File: src/rtl/st2bus.sv
// Packs Avalon-ST samples LSB-first into wide bus words behind a 2-entry FIFO.
// Optional length check at eop is enabled by defining ST2BUS_LEN_CHECK_EN.
module st2bus #(
    parameter int BUS              = 512,
    parameter int ST               = 8,
    parameter int NUM_ST_PER_BUS   = BUS / ST,
    parameter int ST_PER_TURBO_PKT = 1024
) (
    input  logic           clk_400,
    input  logic           rst_n,
    input  logic [ST-1:0]  st_data,
    input  logic           st_valid,
    input  logic           st_sop,
    input  logic           st_eop,
    input  logic           st_error,
    output logic           st_ready,
    output logic [BUS-1:0] bus_data,
    output logic           bus_valid,
    output logic           bus_last,
    output logic           bus_err,
    input  logic           bus_ready,
    output logic           len_err
);

    localparam int SW = (NUM_ST_PER_BUS > 1) ? $clog2(NUM_ST_PER_BUS) : 1;
    localparam logic [SW-1:0] LAST_SLOT = SW'(NUM_ST_PER_BUS - 1);
    localparam logic [13:0] PKT_LEN = 14'(ST_PER_TURBO_PKT);
`ifdef ST2BUS_LEN_CHECK_EN
    localparam logic LEN_CHK = 1'b1;
`else
    localparam logic LEN_CHK = 1'b0;
`endif

    typedef enum logic {IDLE, PACK} state_t;

    state_t         state_q, state_d;
    logic [SW-1:0]  slot_q, slot_d;
    logic [BUS-1:0] pack_q, pack_d;
    logic [13:0]    cnt_q, cnt_d, cnt_inc;
    logic           perr_q, perr_d;
    logic           len_err_q, len_err_d;
    logic [BUS-1:0] mem_q [2];
    logic [BUS-1:0] mem_d [2];
    logic [1:0]     flast_q, flast_d;
    logic [1:0]     ferr_q, ferr_d;
    logic           wr_ptr_q, wr_ptr_d;
    logic           rd_ptr_q, rd_ptr_d;
    logic [1:0]     occ_q, occ_d;

    logic           accept, pop, start, eop_bad;
    logic           wr_en, wr_last, wr_err;
    logic [BUS-1:0] wr_data, cur_word, first_word;

    assign st_ready  = (occ_q != 2'd2);
    assign bus_valid = (occ_q != 2'd0);
    assign bus_data  = bus_valid ? mem_q[rd_ptr_q] : '0;
    assign bus_last  = bus_valid & flast_q[rd_ptr_q];
    assign bus_err   = bus_valid & ferr_q[rd_ptr_q];
    assign len_err   = len_err_q;
    assign accept    = st_valid & st_ready;
    assign pop       = bus_valid & bus_ready;

    always_comb begin
        cnt_inc = (cnt_q == 14'h3FFF) ? cnt_q : cnt_q + 14'd1;
        cur_word = pack_q;
        for (int k = 0; k < NUM_ST_PER_BUS; k++) begin
            if (slot_q == SW'(k)) cur_word[k*ST +: ST] = st_data;
        end
        first_word = '0;
        first_word[ST-1:0] = st_data;

        state_d = state_q;
        slot_d  = slot_q;
        pack_d  = pack_q;
        cnt_d   = cnt_q;
        perr_d  = perr_q;
        start   = 1'b0;
        eop_bad = 1'b0;
        wr_en   = 1'b0;
        wr_data = cur_word;
        wr_last = 1'b0;
        wr_err  = 1'b0;

        if (accept) begin
            unique case (state_q)
                IDLE: start = st_sop;
                PACK: begin
                    if (st_sop) begin
                        // Missing eop: flush the open partial word as errored
                        start = 1'b1;
                        if (slot_q != '0) begin
                            wr_en   = 1'b1;
                            wr_data = pack_q;
                            wr_last = 1'b1;
                            wr_err  = 1'b1;
                        end
                    end else begin
                        pack_d = cur_word;
                        cnt_d  = cnt_inc;
                        perr_d = perr_q | st_error;
                        if (st_eop || slot_q == LAST_SLOT) begin
                            wr_en   = 1'b1;
                            wr_data = cur_word;
                            wr_last = st_eop;
                            eop_bad = st_eop & LEN_CHK & (cnt_inc != PKT_LEN);
                            wr_err  = st_eop & (perr_q | st_error | eop_bad);
                            pack_d  = '0;
                            slot_d  = '0;
                        end else begin
                            slot_d = slot_q + 1'b1;
                        end
                        if (st_eop) state_d = IDLE;
                    end
                end
            endcase

            if (start) begin
                cnt_d  = 14'd1;
                perr_d = st_error;
                if (st_eop || NUM_ST_PER_BUS == 1) begin
                    pack_d  = '0;
                    slot_d  = '0;
                    state_d = st_eop ? IDLE : PACK;
                    // A lone sop+eop colliding with a flush is dropped
                    if (!wr_en) begin
                        wr_en   = 1'b1;
                        wr_data = first_word;
                        wr_last = st_eop;
                        eop_bad = st_eop & LEN_CHK & (PKT_LEN != 14'd1);
                        wr_err  = st_eop & (st_error | eop_bad);
                    end
                end else begin
                    pack_d  = first_word;
                    slot_d  = SW'(1);
                    state_d = PACK;
                end
            end
        end

        len_err_d = len_err_q | eop_bad;

        mem_d    = mem_q;
        flast_d  = flast_q;
        ferr_d   = ferr_q;
        wr_ptr_d = wr_ptr_q;
        rd_ptr_d = rd_ptr_q;
        occ_d    = occ_q;
        if (wr_en) begin
            mem_d[wr_ptr_q]   = wr_data;
            flast_d[wr_ptr_q] = wr_last;
            ferr_d[wr_ptr_q]  = wr_err;
            wr_ptr_d          = ~wr_ptr_q;
        end
        if (pop) rd_ptr_d = ~rd_ptr_q;
        unique case ({wr_en, pop})
            2'b10:   occ_d = occ_q + 2'd1;
            2'b01:   occ_d = occ_q - 2'd1;
            default: occ_d = occ_q;
        endcase
    end

    always_ff @(posedge clk_400) begin
        if (!rst_n) begin
            state_q   <= IDLE;
            slot_q    <= '0;
            pack_q    <= '0;
            cnt_q     <= '0;
            perr_q    <= 1'b0;
            len_err_q <= 1'b0;
            mem_q[0]  <= '0;
            mem_q[1]  <= '0;
            flast_q   <= '0;
            ferr_q    <= '0;
            wr_ptr_q  <= 1'b0;
            rd_ptr_q  <= 1'b0;
            occ_q     <= '0;
        end else begin
            state_q   <= state_d;
            slot_q    <= slot_d;
            pack_q    <= pack_d;
            cnt_q     <= cnt_d;
            perr_q    <= perr_d;
            len_err_q <= len_err_d;
            mem_q     <= mem_d;
            flast_q   <= flast_d;
            ferr_q    <= ferr_d;
            wr_ptr_q  <= wr_ptr_d;
            rd_ptr_q  <= rd_ptr_d;
            occ_q     <= occ_d;
        end
    end

endmodule

File: config.mk
export PLATFORM = sky130hd
export DESIGN_NAME = st2bus
export DESIGN_NICKNAME = d
export VERILOG_FILES = /design/src/rtl/st2bus.sv
export SDC_FILE = /design/constraint.sdc
export NUM_CORES = 2
export LEC_CHECK = 0
export ABC_AREA = 1
export CAP_MARGIN = 20
export CORE_MARGIN = 1
export CORE_UTILIZATION = 41
export DETAILED_ROUTE_END_ITERATION = 8
export PLACE_DENSITY = 0.67
export SLEW_MARGIN = 0
export SYNTH_ARGS = -nofsm -noshare
export SYNTH_HDL_FRONTEND = slang
export SYNTH_SLANG_ARGS = --single-unit
File: constraint.sdc
create_clock -name clk_400 -period 3.15 [get_ports clk_400]
set_input_delay 0.7875 -clock clk_400 [delete_from_list [all_inputs] [get_ports clk_400]]
set_output_delay 0.7875 -clock clk_400 [all_outputs]
set_load 0.1 [all_outputs]
==> results_dict.tcl <==
set metrics [dict create \
    io_buffers 530 \
    dpl-instance-area_sq_um 99600 \
    grt_pass1_vias 75400 \
    synth-seq-area-share_pct 37.8 \
    seq_area_sq_um 31100 \
    cp-end-kind "output pin" \
    multi_input_area_sq_um 44900 \
    worstSkewPairLatency_ps 850 \
    netlist_area_sq_um 82300 \
    tightest_slew_ps 937 \
    hold_viol 0 \
    dieWidth_um 450 \
    grt_start_max_net_pins 157 \
    fmax_ghz 0.297 \
    holdWs_ps 354 \
    ctsRootBufferMaster "clkbuf_16" \
    die-area_sq_um 202000 \
    syn_inst 14200 \
    initial_utilization_pct 41.2 \
    cts_buffers 175 \
    worst_slack_ps -215 \
    area_delta_synth_final_pct 32.5 \
    violations "setup timing" \
    place_ws_ps 69.1 \
    place_hpwl_mm 178 \
    period_needed_ps 3360 \
    ant_nets 0 \
    antenna_found_initial 4 \
    p_seq_share_pct 35.9 \
    start_kind "flip-flop" \
    p_comb_share_pct 27.9 \
    status "complete, but fails checks" \
    ys.warnings.count 0 \
    maxCapViolCount 0 \
    vias 84600 \
    drc 0 \
    vias_per_cell 4.88 \
    intPower_w 0.0378 \
    total_power_w 0.0575 \
    switching_share_pct 34.2 \
    ys_ff_latch 1552 \
    syn_avg_cell_area_sq_um 5.81 \
    io_pins 532 \
    setup_viol 491 \
    fin_skew_ps 34.5 \
    clk_path_buf_depth 3 \
    period_share_pct 107 \
    wire_per_inst_um 16.3 \
    slew_headroom_pct 37.5 \
    place_congestion 0.847 \
    placeableCoreArea_sq_um 200000 \
    drt_iter0_markers 6931 \
    tritoncts "done" \
    critPathMaxFanout 7 \
    pwr-share-clk_pct 36.3 \
    drive_gt1_share_pct 14.2 \
    power.switching_w 0.0196 \
    rsz0062_at_grt "yes" \
    h-tree-depth 4 \
    grt_usage_pct 26.4 \
    clock-sinks 1552 \
    wl_mm 282 \
    grt-ovfl-total 0 \
    hold_class "in -> reg" \
    peakVddDrop_v 0.000512 \
    drv_slew 0 \
    fillers 19000 \
    power.leakage_nw 52.6 \
    grt_pass1_wl_mm 429 \
    clk_pin_slew_ps 60 \
    cp.required_ps 2360 \
    synth_nets 14200 \
    die_h_um 450 \
    worstSetupPathType "reg -> out" \
    critical_path_arrival_ps 2580 \
    firstDrtPassIters 6 \
    ys_types 26 \
    postLayoutCellArea_sq_um 109000 \
    rows 164 \
    power_density_nw_per_um2 527 \
    finalNetCount 14500 \
]
==> path summary, 6_finish.rpt <==
path         startpoint       endpoint  slack [ps]  depth (start not counted)
max            occ_q[1]  bus_data[297]        -210                          9
max reg2reg   slot_q[0]     mem_q[347]          80                         12
min               rst_n     mem_q[673]         350                          3
min reg2reg  flast_q[0]     flast_q[0]         460                          2
==> sequential cells by signal (all words and copies together) (netlist names) <==
signal    flops
mem_q      1024
rd_ptr_q      1
flast_q       2
ferr_q        2
state_q       1
wr_ptr_q      1
occ_q         2
pack_q      512
slot_q        6
perr_q        1
==> Yosys cell counts <==
cell type,n,share of area [%]
nand2_1,4770,22
nor2_1,3258,15
dfxtp_1,1552,38
inv_1,1438,6.6
a21oi_1,913,5.6
o21ai_0,660,4.0
clkbuf_1,551,2.5
nand3_1,444,2.7
buf_2,300,1.8
a2bb2oi_1,125,1.3
buf_4,45,0.41
buf_1,43,0.20
buf_6,10,0.14
a22oi_1,9,0.082
nand4_1,8,0.061
ha_1,5,0.076
inv_2,5,0.023
nor3_1,3,0.018
o21bai_1,3,0.027
a211oi_1,2,0.018
a21boi_4,1,0.023
and2_1,1,0.0076
and3_1,1,0.0076
conb_1,1,0.0046
o21ai_2,1,0.011
or2_2,1,0.0076
==> worst max-delay path, stage by stage (launching register included) <==
cell and delay (ps):
dfxtp_4 360, nor2_4 40, bufinv_16 200, buf_12 130
buf_12 140, buf_16 190, clkbuf_16 180, o21ai_2 60
a21oi_2 210, buf_12 210
==> power groups by stage <==
stage / Combinational, W / Clock [W] / Sequential (W)
6_report: 0.0160 / 0.0208 / 0.0206
5_1_grt: 0.0167 / 0.0220 / 0.0207
4_1_cts: 0.0152 / 0.0212 / 0.0206
3_5_place_dp: 0.0135 / 0 / 0.0210
3_3_place_gp: 0.0135 / 0 / 0.0210
2_1_floorplan: 0.00869 / 0 / 0.0209
==> per-layer routing <==
metal | global-route usage, % | vias to the layer above | share of wire (%)
li1 | - | 43600 | -
met3 | 2.84 | 517 | 4.5
met5 | 0 | - | 0
met4 | 11.6 | 0 | 4.5
met1 | 33.1 | 38300 | 42
met2 | 45.3 | 2141 | 49
==> through the flow <==
| step | TNS, ps | std cells | utilization (%) |
|---|---|---|---|
| finish | -47510 | 17300 | 54.6 |
| global route | -136780 | 17300 | 54.6 |
| CTS | -88510 | 17300 | 53.8 |
| detailed placement | 0 | 16900 | 49.9 |
| global placement | 0 | 16900 | 49.9 |
| floorplan | -9880 | 14200 | - |
==> cell usage in the layout, fill, tap and decap left out, types with 4 or more instances in the layout <==
| cell | instances |
|---|---|
| clkbuf_16 | 198 |
| o21ai_2 | 106 |
| bufinv_16 | 9 |
| nand3_1 | 443 |
| o21ai_4 | 45 |
| a21oi_2 | 433 |
| clkinv_2 | 26 |
| ha_2 | 4 |
| buf_8 | 16 |
| dfxtp_1 | 1549 |
| buf_16 | 39 |
| inv_1 | 1432 |
| clkbuf_1 | 45 |
| a21oi_4 | 65 |
| bufbuf_16 | 4 |
| buf_4 | 384 |
| clkdlybuf4s50_1 | 13 |
| nand4_1 | 8 |
| a22oi_1 | 9 |
| buf_12 | 665 |
| buf_6 | 9 |
| inv_16 | 5 |
| clkbuf_8 | 39 |
| nor2_4 | 5 |
| a21oi_1 | 415 |
| o21ai_1 | 87 |
| o21ai_0 | 423 |
| diode_2 | 4 |
| nor2_1 | 3250 |
| nand2_1 | 4769 |
| inv_4 | 9 |
| a2bb2oi_1 | 125 |
==> cells by family after synthesis <==
group,after synthesis,synth area share (%)
DFF,1552,37.8
and+or+nand+nor,8486,39.4
AOI/OAI and AO/OA,1714,11.1
other,1,0.00456
buffers and inverters,2392,11.7
adders and majority gates,5,0.0760
==> final cells by class <==
| type | instances | share of cell area [%] |
|---|---|---|
| diodes | 4 | 0.00918 |
| clock buffers | 261 | 4.71 |
| clock inverters | 53 | 0.620 |
| inverters | 1443 | 5.02 |
| multi-input cells | 10200 | 41.2 |
| flip-flops and latches | 1552 | 28.5 |
| well taps | 2656 | 3.05 |
| repair buffers | 1151 | 16.9 |
==> what timing repair did <==
item	CTS	global route
setup endpoints to repair	511	1362
resized for setup	289	335
hold buffers	0	0
setup buffers	30	15
cloned	32	23
Note: power is estimated with default switching activity, not from simulation.
